--- src/rtl/vga_pixel_out.sv ---
// vga_pixel_out: final display stage behind the object priority mux.
// Generates the raster counters (pixelX/pixelY/startOfFrame) consumed by the
// object drawers, expands the mux's RGB332 pixel to 8:8:8 and drives the VGA
// pins with sync/blank delay-matched to the drawer+mux pipeline.
// Optional feature: define VGA_TEST_PATTERN_EN to let testModeEn replace the
// incoming pixel with 64-pixel colour bars; otherwise testModeEn is ignored.
module vga_pixel_out #(
  parameter int H_ACTIVE = 640,
  parameter int H_FP     = 16,
  parameter int H_SYNC   = 96,
  parameter int H_BP     = 48,
  parameter int V_ACTIVE = 480,
  parameter int V_FP     = 10,
  parameter int V_SYNC   = 2,
  parameter int V_BP     = 33,
  parameter int PIPE_LAT = 1
) (
  input  logic        clk,
  input  logic        resetN,
  input  logic [7:0]  RGBIn,
  input  logic        testModeEn,
  output logic [10:0] pixelX,
  output logic [10:0] pixelY,
  output logic        startOfFrame,
  output logic [7:0]  vgaR,
  output logic [7:0]  vgaG,
  output logic [7:0]  vgaB,
  output logic        hsyncN,
  output logic        vsyncN,
  output logic        blankN
);

  localparam int H_TOTAL = H_ACTIVE + H_FP + H_SYNC + H_BP;
  localparam int V_TOTAL = V_ACTIVE + V_FP + V_SYNC + V_BP;

  localparam logic [10:0] H_LAST   = 11'(H_TOTAL - 1);
  localparam logic [10:0] V_LAST   = 11'(V_TOTAL - 1);
  localparam logic [10:0] H_ACT    = 11'(H_ACTIVE);
  localparam logic [10:0] V_ACT    = 11'(V_ACTIVE);
  localparam logic [10:0] HS_FIRST = 11'(H_ACTIVE + H_FP);
  localparam logic [10:0] HS_END   = 11'(H_ACTIVE + H_FP + H_SYNC);
  localparam logic [10:0] VS_FIRST = 11'(V_ACTIVE + V_FP);
  localparam logic [10:0] VS_END   = 11'(V_ACTIVE + V_FP + V_SYNC);

  logic       hs;
  logic       vs;
  logic       act;
  // {hs, vs, act} per stage; stage PIPE_LAT-1 lines up with RGBIn
  logic [2:0] tim_pipe [PIPE_LAT];
  logic [2:0] tim_d;
  logic [7:0] pix_sel;

  // Raster counters: pixelX every clock, pixelY on each line wrap
  always_ff @(posedge clk or negedge resetN) begin
    if (!resetN) begin
      pixelX <= '0;
      pixelY <= '0;
    end else if (pixelX == H_LAST) begin
      pixelX <= '0;
      pixelY <= (pixelY == V_LAST) ? 11'd0 : pixelY + 11'd1;
    end else begin
      pixelX <= pixelX + 11'd1;
    end
  end

  // Frame pulse: registered from the (0,0) position, so it follows reset
  // release by one clock and never fires for a partial frame
  always_ff @(posedge clk or negedge resetN) begin
    if (!resetN) startOfFrame <= 1'b0;
    else         startOfFrame <= (pixelX == 11'd0) && (pixelY == 11'd0);
  end

  // Raw sync/active decode straight from the counters
  always_comb begin
    hs  = (pixelX >= HS_FIRST) && (pixelX < HS_END);
    vs  = (pixelY >= VS_FIRST) && (pixelY < VS_END);
    act = (pixelX < H_ACT) && (pixelY < V_ACT);
  end

  // Delay timing by the drawer+mux latency so it meets RGBIn
  always_ff @(posedge clk or negedge resetN) begin
    if (!resetN) begin
      for (int i = 0; i < PIPE_LAT; i++) tim_pipe[i] <= 3'b000;
    end else begin
      tim_pipe[0] <= {hs, vs, act};
      for (int i = 1; i < PIPE_LAT; i++) tim_pipe[i] <= tim_pipe[i-1];
    end
  end

  assign tim_d = tim_pipe[PIPE_LAT-1];

`ifdef VGA_TEST_PATTERN_EN
  logic [2:0] bar_pipe [PIPE_LAT];
  logic [2:0] bar;

  // Bar index follows the same delay as the timing so bars stay pixel-aligned
  always_ff @(posedge clk or negedge resetN) begin
    if (!resetN) begin
      for (int i = 0; i < PIPE_LAT; i++) bar_pipe[i] <= 3'b000;
    end else begin
      bar_pipe[0] <= pixelX[8:6];
      for (int i = 1; i < PIPE_LAT; i++) bar_pipe[i] <= bar_pipe[i-1];
    end
  end

  assign bar = bar_pipe[PIPE_LAT-1];

  // Colour-bar substitution ahead of expansion and blanking
  always_comb begin
    pix_sel = RGBIn;
    if (testModeEn) pix_sel = {{3{bar[2]}}, {3{bar[1]}}, {2{bar[0]}}};
  end
`else
  logic unused_test_mode;
  assign unused_test_mode = testModeEn;

  // Without the test pattern the mux pixel passes straight through
  always_comb begin
    pix_sel = RGBIn;
  end
`endif

  // Output register: sync polarity, blanking and RGB332 -> 888 replication
  always_ff @(posedge clk or negedge resetN) begin
    if (!resetN) begin
      hsyncN <= 1'b1;
      vsyncN <= 1'b1;
      blankN <= 1'b0;
      vgaR   <= 8'h00;
      vgaG   <= 8'h00;
      vgaB   <= 8'h00;
    end else begin
      hsyncN <= ~tim_d[2];
      vsyncN <= ~tim_d[1];
      blankN <= tim_d[0];
      if (tim_d[0]) begin
        vgaR <= {pix_sel[7:5], pix_sel[7:5], pix_sel[7:6]};
        vgaG <= {pix_sel[4:2], pix_sel[4:2], pix_sel[4:3]};
        vgaB <= {pix_sel[1:0], pix_sel[1:0], pix_sel[1:0], pix_sel[1:0]};
      end else begin
        vgaR <= 8'h00;
        vgaG <= 8'h00;
        vgaB <= 8'h00;
      end
    end
  end

endmodule
--- config.mk ---
export PLATFORM = sky130hd
export DESIGN_NAME = vga_pixel_out
export DESIGN_NICKNAME = d
export VERILOG_FILES = /design/src/rtl/vga_pixel_out.sv
export SDC_FILE = /design/constraint.sdc
export NUM_CORES = 1
export LEC_CHECK = 0
export CAP_MARGIN = 25
export CORE_ASPECT_RATIO = 1.75
export CORE_MARGIN = 3
export CORE_UTILIZATION = 54
export CTS_BUF_LIST = sky130_fd_sc_hd__clkbuf_8
export CTS_CLUSTER_SIZE = 16
export DETAILED_ROUTE_END_ITERATION = 8
export DONT_BUFFER_PORTS = 1
export HOLD_SLACK_MARGIN = 0.08
export PLACE_DENSITY = 0.69
export SLEW_MARGIN = 10
export SYNTH_ARGS = -nofsm -noshare
export SYNTH_HDL_FRONTEND = slang
export SYNTH_SLANG_ARGS = --single-unit
--- constraint.sdc ---
create_clock -name clk -period 2.2 [get_ports clk]
set_input_delay 0.44 -clock clk [delete_from_list [all_inputs] [get_ports clk]]
set_output_delay 0.44 -clock clk [all_outputs]
set_load 0.1 [all_outputs]
== Word level (Yosys, flattened, before mapping) ==
Index checks and enable logic that the tools add are counted.

* Add/subtract/negate cells: 2
* $lt $le $gt $ge: 6
* Equality and inequality tests: 2
* Muxes and demuxes: 5
* Bitwise logic cells: 2
* Reductions and logical operators: 6

{| class="wikitable"
|+ Operators with widths
! cell !! number
|-
| $mux 8 || 3
|-
| $add 11x1->11 const B || 2
|-
| $eq 11x10->1 const B || 2
|-
| $logic_not 11->1 || 2
|-
| $lt 11x10->1 const B || 2
|-
| $lt 11x9->1 const B || 2
|-
| $mux 11 || 2
|-
| $ge 11x10->1 const B || 1
|-
| $ge 11x9->1 const B || 1
|-
| $logic_and 1x1->1 || 4
|-
| $not 1->1 || 2
|}

* Flip-flop bits (word level): 53
* Bits of input ports: 11
* Output and inout bits: 50

== Depth between registers and ports, before layout ==
* Depth in word-level cells: 2
* Mapped depth: 6
* Depth with buffers taken out: 5

== Worst setup path after synthesis ==
No wires, ideal clock.

* Path type: flip-flop to flip-flop
* From: reg pixelX[0]
* To: reg pixelY[4]
* Setup time: 0.129 ns
* Arrival time: 2.304 ns
* Data required time: 2.071 ns
* Setup slack: -0.232 ns
* Stages on the path, launching flop included: 6
* Path buffers: 0
* Clock period less this slack: 2.432 ns
* Cells stage by stage: dfrtp_1 ha_1 nand3_1 nor3_4 nand4_1 mux2_1

* Word-level cells in the longest chain between the ends: 1

{| class="wikitable"
|+ RTL lines
! what !! line !! RTL
|-
| from (decl) || 22 || <nowiki>output logic [10:0] pixelX,</nowiki>
|-
| from (signal assigned) || 62 || <nowiki>pixelX <= pixelX + 11'd1;</nowiki>
|-
| $eq 11x10->1 || 58 || <nowiki>end else if (pixelX == H_LAST) begin</nowiki>
|-
| to (signal assigned) || 60 || <nowiki>pixelY <= (pixelY == V_LAST) ? 11'd0 : pixelY + 11'd1;</nowiki>
|-
| to (decl) || 23 || <nowiki>output logic [10:0] pixelY,</nowiki>
|}

Every way passes these cells.
A chain may end at the register's enable or synchronous reset.

== Final worst setup path ==
* From: reg pixelX[0]
* To: reg pixelY[9]

Same word-level chain as after synthesis.

==> impl_metrics.py <==
metrics = {
    "clock_network": {
        "cts_resized": 0,
        "ctsRootBufferMaster": "clkbuf_8",
        "clk_pin_slew_ns": 0.07,
        "clock_path_buffers": 2,
        "cts_tree": "yes",
        "h-tree-depth": 2,
        "clock_latency_ns": 0.29,
        "cts-buffers-inserted": 5,
        "numClockSinks": 37,
    },
    "worst_setup_path": {
        "cpPeakStageDelay_ns": 0.45,
        "crit_fanout": 9,
        "cp_cell_sequence": "ha_1, nand3_1, nor3_4, buf_4, a31oi_1, a31oi_1",
        "end_kind": "flip-flop",
        "cp.buffers_inverters": 1,
        "r2r_end": "pixelY[9]",
        "cp_common_cell": "a31oi_1",
        "worst_ep_required_time_ns": 2.41,
        "crit_family": "simple AND/OR/NAND/NOR gates",
        "critPathKind": "flip-flop to flip-flop",
        "critPathSlowestCell": "nor3_4",
        "cp.depth": 6,
        "rrSetupSlack_ns": 0.37,
        "r2r_start": "pixelX[0]",
        "start_kind": "flip-flop",
        "cp.arrival_ns": 2.04,
        "rr_worst_depth": 6,
        "cp-endpoint": "pixelY[9]",
        "crit_start": "pixelX[0]",
    },
    "floorplan": {
        "initial_core_util_pct": 58.0,
        "num_rows": 26,
        "dieArea_sq_um": 4000,
        "dieHeight_um": 81.4,
        "fp.dieW_um": 49.1,
        "coreArea_sq_um": 3030,
        "pin_count": 61,
    },
    "synthesis": {
        "synth_most_common_cell": "dfrtp_1",
        "syn_area_per_cell_sq_um": 11.1,
        "synth-seq-cells": 37,
        "syn_nets": 174,
        "synthDominantCellAreaShare_pct": 49.9,
        "synthTopCellsByCount": "dfrtp_1, buf_4, nor2_1",
        "netlist-cell-type-count": 34,
        "syn_area_sq_um": 1750,
        "synth_area_leaders": "dfrtp_1, buf_4, xnor2_1",
        "synth_top_area_cell": "dfrtp_1",
        "ys.flop_type": "dfrtp_1",
        "yosysSeqAreaShare_pct": 52.9,
        "synth_edf_count": 0,
        "ys_warn_count": 0,
        "synthArstFlopShare_pct": 100,
        "syn_inst": 158,
    },
    "place": {
        "dp_hpwl_um": 2820,
        "io_buffers": 0,
        "gp_congestion": 0.820,
    },
    "final_layout": {
        "drive_above_1_share_pct": 33.2,
        "area_growth_pct": 23.3,
        "fin_util_pct": 71.5,
        "nFillCells": 234,
        "antenna_cells": 0,
        "nNetsFinal": 199,
    },
    "sta": {
        "fin_crit_sh_pct": 83.2,
        "max_freq_mhz": 546,
        "setup_viol": 0,
        "finalHoldViolCount": 0,
        "tns_ns": 0,
        "report.final.slew_viol_count": 0,
        "tightestPinTransition_ns": 0.546,
        "slew_headroom_pct": 63.9,
        "fin_crit_ns": 1.83,
        "fin_worst_skew_ns": 0.00402,
        "whs_ns": 0.283,
        "rsz0062_at_grt": "no",
    },
    "routing": {
        "vias_per_cell": 5.45,
        "routed_wl_um": 3650,
        "wl_per_cell_um": 16.2,
        "ant_nets": 0,
        "vias": 1232,
        "drtPass1Iterations": 4,
        "drc": 0,
        "drtIter0Drc": 19,
    },
    "run_status": {
        "status": "finished clean",
    },
    "grt": {
        "grt_max_degree": 38,
        "grt_pass1_vias": 1335,
        "grt_antenna_before_repair": 0,
        "overflow": 0,
        "grt.total_usage_pct": 20.7,
        "grt_pass1_wl_um": 6290,
    },
    "min_path": {
        "worst_hold_path_type": "primary input to flip-flop",
        "hold-path-cell-count": 1,
    },
    "power_and_ir_drop": {
        "power.static_leakage_nw": 1.01,
        "vdd_drop_max_mv": 0.535,
        "power_mw": 1.39,
        "cellPowerDensity_nw_per_um2": 644,
    },
    "run": {
        "max_cap_violations": 0,
    },
}
## worst reg2reg max path, delay by kind of cell, from the launching register on
family | cells | cell delay, ns
flip-flops | 1 | 0.37
AND/OR/NAND/NOR | 2 | 0.72
AO/OA/AOI/OAI | 2 | 0.23
adder cells (fa/ha/maj) | 1 | 0.20
buffers and inverters | 1 | 0.24
## area by class of cell
type,instances,area (sq um),share of cell area [%]
clock buffers,6,82.6,3.82
clock inverters,2,7.51,0.347
inverters,7,26.3,1.22
multi-input cells,96,669,31.0
well taps,42,52.6,2.43
repair buffers,36,373,17.2
flip-flops and latches,37,951,44.0
## power breakdown
| group | internal [mW] | switching (mW) | leakage [nW] |
|---|---|---|---|
| combinational | 0.0370 | 0.193 | 0.507 |
| clock | 0.246 | 0.220 | 0.0538 |
| sequential | 0.690 | 0.00616 | 0.452 |
| total | 0.973 | 0.419 | 1.01 |
## flip-flops by register name, summed over array words and instances, names as in the netlist
signal / count
pixelX: 11
pixelY: 11
tim_d: 3
vgaG: 3
vgaR: 3
vgaB: 2
blankN: 1
hsyncN: 1
startOfFrame: 1
vsyncN: 1
## cells by family after synthesis
| group | share of synthesized area, % |
|---|---|
| xor gates and xnor gates | 6.49 |
| muxes | 1.21 |
| DFF | 52.9 |
| adders and majority gates | 3.57 |
| and+or+nand+nor | 22.8 |
| buffers and inverters | 8.92 |
| AOI/OAI and AO/OA | 4.14 |
## metrics by stage
step,cell area (sq um),std cells,worst slack (ns)
floorplan,1760,158,0.00787
global placement,2040,216,0.446
detailed placement,2040,216,0.366
CTS,2160,226,0.345
global route,2160,226,0.270
finish,2160,226,0.369
## metal layers
metal	track usage (%)	wire (um)	share of wire, %
met1	20.8	1260	35
met2	39.5	2120	58
met3	6.42	235	6.4
met4	6.84	36	0.99
met5	0	0	0
## worst min-delay path by stage
stage / start / to / slack (ns)
floorplan: resetN / blankN / 0.14
global placement: resetN / vgaB[5] / 0.15
detailed placement: resetN / vgaB[5] / 0.15
CTS: RGBIn[1] / vgaB[5] / 0.28
global route: RGBIn[0] / vgaB[6] / 0.28
finish: RGBIn[3] / vgaG[6] / 0.28
## cells in the final DEF, fill, tap and decap left out, types with 2 or more instances in the layout
cell / n
nand3_1: 9
dfrtp_1: 21
nor4_1: 2
ha_1: 5
nor3_4: 2
buf_4: 27
dfrtp_2: 12
o21ai_0: 3
nand2b_1: 2
and2_1: 9
and3_1: 5
buf_12: 8
and4_1: 2
inv_1: 9
xor2_1: 5
nand2_1: 5
clkbuf_8: 6
a31oi_1: 3
and4b_1: 2
xnor2_1: 8
a21oi_1: 3
dfstp_2: 2
nand4_1: 6
dfrtp_4: 2
nor2_1: 10
nor3_1: 4
## what timing repair did
| action | CTS | global route |
|---|---|---|
| setup buffers | 0 | 0 |
| endpoints found under the hold margin | 37 | 0 |
| hold buffers | 2 | 0 |
Note: power is estimated with default switching activity, not from simulation.
